--- src/rtl/and4_seq_pkg.sv ---
// and4_seq_pkg: shared states, vector constants and reference model for the AND4 sequencer
package and4_seq_pkg;
  typedef enum logic [1:0] {IDLE, DRIVE, FINISH} state_t;
  localparam int N_VEC = 16;
  localparam int VEC_W = 4;
  function automatic logic expected_y(input logic [VEC_W-1:0] vec);
    return &vec;
  endfunction
endpackage

--- src/rtl/dwell_timer.sv ---
// dwell_timer: wrapping 0..DWELL-1 counter flagging the last cycle of each dwell window
module dwell_timer #(
  parameter int unsigned DWELL = 10,
  parameter int unsigned CNT_W = 8
) (
  input  logic clk,
  input  logic rst_n,
  input  logic clear,
  input  logic enable,
  output logic last
);
  logic [CNT_W-1:0] cnt_q, cnt_d;
  assign last = cnt_q == CNT_W'(DWELL - 1);
  always_comb cnt_d = clear ? '0 : !enable ? cnt_q : last ? '0 : cnt_q + 1'b1;
  always_ff @(posedge clk or negedge rst_n)
    if (!rst_n) cnt_q <= '0;
    else cnt_q <= cnt_d;
endmodule

--- src/rtl/and4_vector_sequencer.sv ---
// and4_vector_sequencer: sweeps all 16 AND4 input vectors, samples y per dwell window, reports mismatches
module and4_vector_sequencer
  import and4_seq_pkg::*;
#(
  parameter int unsigned DWELL = 10,
  parameter int unsigned CNT_W = 8
) (
  input  logic             clk,
  input  logic             rst_n,
  input  logic             start,
  input  logic             y,
  output logic             a,
  output logic             b,
  output logic             c,
  output logic             d,
  output logic [VEC_W-1:0] vec_idx,
  output logic             busy,
  output logic             done,
  output logic             pass,
  output logic [4:0]       err_cnt
);
  state_t           state_q, state_d;
  logic [VEC_W-1:0] vec_q, vec_d;
  logic [4:0]       err_q, err_d, err_inc;
  logic             pass_q, pass_d;
  logic             last;
  dwell_timer #(.DWELL(DWELL), .CNT_W(CNT_W)) u_timer (
    .clk    (clk),
    .rst_n  (rst_n),
    .clear  (state_q != DRIVE),
    .enable (state_q == DRIVE),
    .last   (last)
  );
  assign busy         = state_q == DRIVE;
  assign done         = state_q == FINISH;
  assign {a, b, c, d} = busy ? vec_q : '0;
  assign vec_idx      = vec_q;
  assign err_cnt      = err_q;
  assign pass         = pass_q;
  assign err_inc      = err_q + 5'(y != expected_y(vec_q));
  always_comb begin
    state_d = state_q;
    vec_d   = vec_q;
    err_d   = err_q;
    pass_d  = pass_q;
    unique case (state_q)
      IDLE: if (start) begin
        state_d = DRIVE;
        vec_d   = '0;
        err_d   = '0;
        pass_d  = 1'b0;
      end
      DRIVE: if (last) begin
        err_d = err_inc;
        if (vec_q == VEC_W'(N_VEC - 1)) begin
          state_d = FINISH;
          pass_d  = err_inc == '0;
        end else vec_d = vec_q + 1'b1;
      end
      FINISH: state_d = IDLE;
      default: state_d = IDLE;
    endcase
  end
  always_ff @(posedge clk or negedge rst_n)
    if (!rst_n) begin
      state_q <= IDLE;
      vec_q   <= '0;
      err_q   <= '0;
      pass_q  <= 1'b0;
    end else begin
      state_q <= state_d;
      vec_q   <= vec_d;
      err_q   <= err_d;
      pass_q  <= pass_d;
    end
endmodule

--- config.mk ---
export PLATFORM = sky130hd
export DESIGN_NAME = and4_vector_sequencer
export DESIGN_NICKNAME = d
export VERILOG_FILES = /design/src/rtl/and4_seq_pkg.sv /design/src/rtl/dwell_timer.sv /design/src/rtl/and4_vector_sequencer.sv
export SDC_FILE = /design/constraint.sdc
export NUM_CORES = 1
export LEC_CHECK = 0
export CAP_MARGIN = 10
export CORE_MARGIN = 2
export CORE_UTILIZATION = 46
export CTS_CLUSTER_DIAMETER = 120
export CTS_CLUSTER_SIZE = 30
export DETAILED_ROUTE_END_ITERATION = 7
export MAX_ROUTING_LAYER = met4
export PLACE_DENSITY = 0.74
export SYNTH_ARGS = -nofsm -noshare
export SYNTH_HDL_FRONTEND = slang
export SYNTH_SLANG_ARGS = --single-unit
--- constraint.sdc ---
create_clock -name clk -period 2.1 [get_ports clk]
set_input_delay 0.42 -clock clk [delete_from_list [all_inputs] [get_ports clk]]
set_output_delay 0.42 -clock clk [all_outputs]
set_load 0.02 [all_outputs]
==> results_dict.tcl <==
set metrics [dict create \
    yosys.area_share.adder 0.05568 \
    cts_tree "done" \
    cp_common_cell "ha_4" \
    maxSlewViolCount 0 \
    drive_gt1_frac 0.1958 \
    slew_headroom 0.7026 \
    synth_cell_type_count 34 \
    ys.flop_type "dfrtp_1" \
    dp.cells 167 \
    ir_worst_vdd_mv 0.9979 \
    stdcell_count 171 \
    async_flop_share 1.000 \
    die_w_microns 53.42 \
    place_congestion 0.8235 \
    syn-num-nets 122 \
    power.density_mw_per_mm2 1144 \
    synth_edf_count 0 \
    synth.area.mux_share 0.008909 \
    slowest_stage "or4_4" \
    p_leak_uw 0.0007456 \
    setup_violations 0 \
    synth.cell_area_sq_mm 0.001124 \
    dr.pass1.iters 4 \
    yosys-top-cells-count "dfrtp_1, nor2_1, nand3_1" \
    synth_area_leader_cell "dfrtp_1" \
    clk_pin_slew_worst_paths_ps 120 \
    critical_path.endpoint_type "register" \
    start_util 0.4983 \
    dr.first_iter.drc_count 7 \
    antenna_found_initial 0 \
    crit_chain "ha_4 > nand3_4 > xnor2_2 > ha_2 > ha_4 > or4_4 > o41ai_4" \
    crit_buf_inv 0 \
    r2r-end "pass" \
    cts_num_sinks 20 \
    finalCritPeriodShare 0.9884 \
    fmaxAchievable_mhz 481.8 \
    synthCells 113 \
    synth_compound_area_frac 0.1370 \
    worst_pin_slew_ps 446.1 \
    grt_max_degree 21 \
    rsz0062_at_grt "true" \
    min_path_type "in -> async" \
    place_area_sq_mm 0.001454 \
    wl_per_cell_microns 15.19 \
    clockRootBuffer "clkbuf_4" \
    fp.coreArea_sq_mm 0.002255 \
    grt_pass1_vias 887 \
    grt_pass1_wl_mm 4.298 \
    rr_startpoint "vec_idx[0]" \
    grt_usage 0.2196 \
    hpwl_mm 1.860 \
    start_kind "register" \
    netlist.area_leader.share 0.4454 \
    via_count 931 \
    cts_setup_buffers 0 \
    synthSimpleGateAreaFrac 0.2394 \
    yosysWarnings 0 \
    rr_worst_depth 7 \
    post-synth-top-count-cell "dfrtp_1" \
    fill_cells 211 \
    synth.avg_cell_area_sq_um 9.943 \
    clk_latency_ps 310 \
    ant_nets 0 \
    fp-row-count 17 \
    grt_overflow_total 0 \
    p_total_uw 1729 \
    cpPeakStageDelay_ps 520 \
    pin_count 20 \
    synth_xor_area_frac 0.08575 \
    layout.nets 153 \
    ys_seq_elements 20 \
    cts_max_level 1 \
    drc 0 \
    period_minus_slack_ps 2076 \
    numCtsBuffers 3 \
    critPathMaxFanout 4 \
    clk_path_buf_depth 2 \
    viasPerCell 5.444 \
    required_ps 2320 \
    die_y_microns 53.42 \
    synth_area_leaders "dfrtp_1, ha_1, nor2_1" \
    drv_cap 0 \
    path_class "reg -> reg" \
    n_antenna_cell 0 \
    area_growth_pct 34.52 \
    cp.arrival_ps 2290 \
    finalHoldViolCount 0 \
    status "completed" \
    r2r_slack_ps 20 \
    holdBufCountCts 0 \
    skew_ps 7.867 \
    ys_seq_area_frac 0.4454 \
    wl_mm 2.597 \
    fp.dieArea_sq_mm 0.002854 \
    final_area_sq_mm 0.001511 \
    synth_top_family_by_area "simple AND/OR/NAND/NOR gates" \
    port_buffers 19 \
    cp_top_family "simple AND/OR/NAND/NOR gates" \
]
## how the worst max path moves through the flow
stage	start	depth (start not counted)	endpoint	slack, ps
after floorplan	vec_idx[1]	7	pass	-20
after global placement	y	6	pass	-170
after detailed placement	y	6	pass	-220
after CTS	vec_idx[0]	7	pass	0.3
after global routing	vec_idx[0]	7	pass	-30
final	vec_idx[0]	7	pass	20
## report_power, final
part           switching, uW  internal, uW  total (uW)
logic                    417           414         831
clock network            123           106         229
registers                158           511         669
total                    698          1030        1730
## layout make-up
cell class | instances | area (sq um) | share of cell area
multi-input cells | 86 | 661.9 | 0.4379
flip-flops and latches | 20 | 503.0 | 0.3328
repair buffers | 28 | 255.2 | 0.1689
clock buffers | 4 | 36.28 | 0.02401
well taps | 28 | 35.03 | 0.02318
inverters | 5 | 20.02 | 0.01325
## through the flow
stage                     setup TNS [ps]  worst slack, ps    util  hold WS, ps
after floorplan                   -16.66           -16.66       -        124.4
after global placement            -165.7           -165.7  0.6448        493.9
after detailed placement          -218.0           -218.0  0.6448        512.1
after CTS                              0           0.3060  0.6593        443.0
after global routing              -29.35           -29.35  0.6704        481.5
final                                  0            24.33  0.6704        436.5
## cell families after synthesis
kind of cell | after synthesis
buffers and inverters | 7
flip-flops | 20
AND/OR/NAND/NOR | 48
multiplexers | 1
AO/OA/AOI/OAI | 21
adder cells (fa/ha/maj) | 5
XOR/XNOR | 11
## timing repair
item	in CTS	in global routing
gates resized for setup	5	4
hold endpoints to repair	0	0
setup endpoints to repair	5	2
## cells in the final DEF (no fill, tap or decap), types with 2 or more instances in the layout
master	count
dfrtp_1	18
nor2_1	14
clkdlybuf4s50_1	14
buf_4	9
nand3_1	7
xor2_1	6
nand2_1	6
and3_1	5
and2_1	5
o21ai_0	5
xnor2_1	4
inv_1	4
dlygate4sd2_1	4
a21oi_1	3
a22o_1	3
clkbuf_4	3
nor3_1	2
a31oi_1	2
o31ai_1	2
ha_1	2
ha_4	2
dfrtp_2	2
## worst register-to-register path: cells and delay by family, from the launching register on
| kind | cells | cell delay, ps |
|---|---|---|
| AND/OR/NAND/NOR | 2 | 610 |
| adder cells (fa/ha/maj) | 3 | 600 |
| flip-flops | 1 | 450 |
| AO/OA/AOI/OAI | 1 | 210 |
| XOR/XNOR | 1 | 110 |
## flip-flops by register name (all words and copies together) (netlist names)
| signal | count |
|---|---|
| err_cnt | 5 |
| pass | 1 |
| state_q | 2 |
| u_timer.cnt_q | 8 |
| vec_idx | 4 |
## routing by layer
layer	share of wire	vias up	track usage
met5	0	-	-
met4	0.013	0	0.1026
met2	0.46	17	0.3292
met3	0.028	4	0.02542
li1	-	461	-
met1	0.50	449	0.2956
Power figures use the tool's default switching activity.
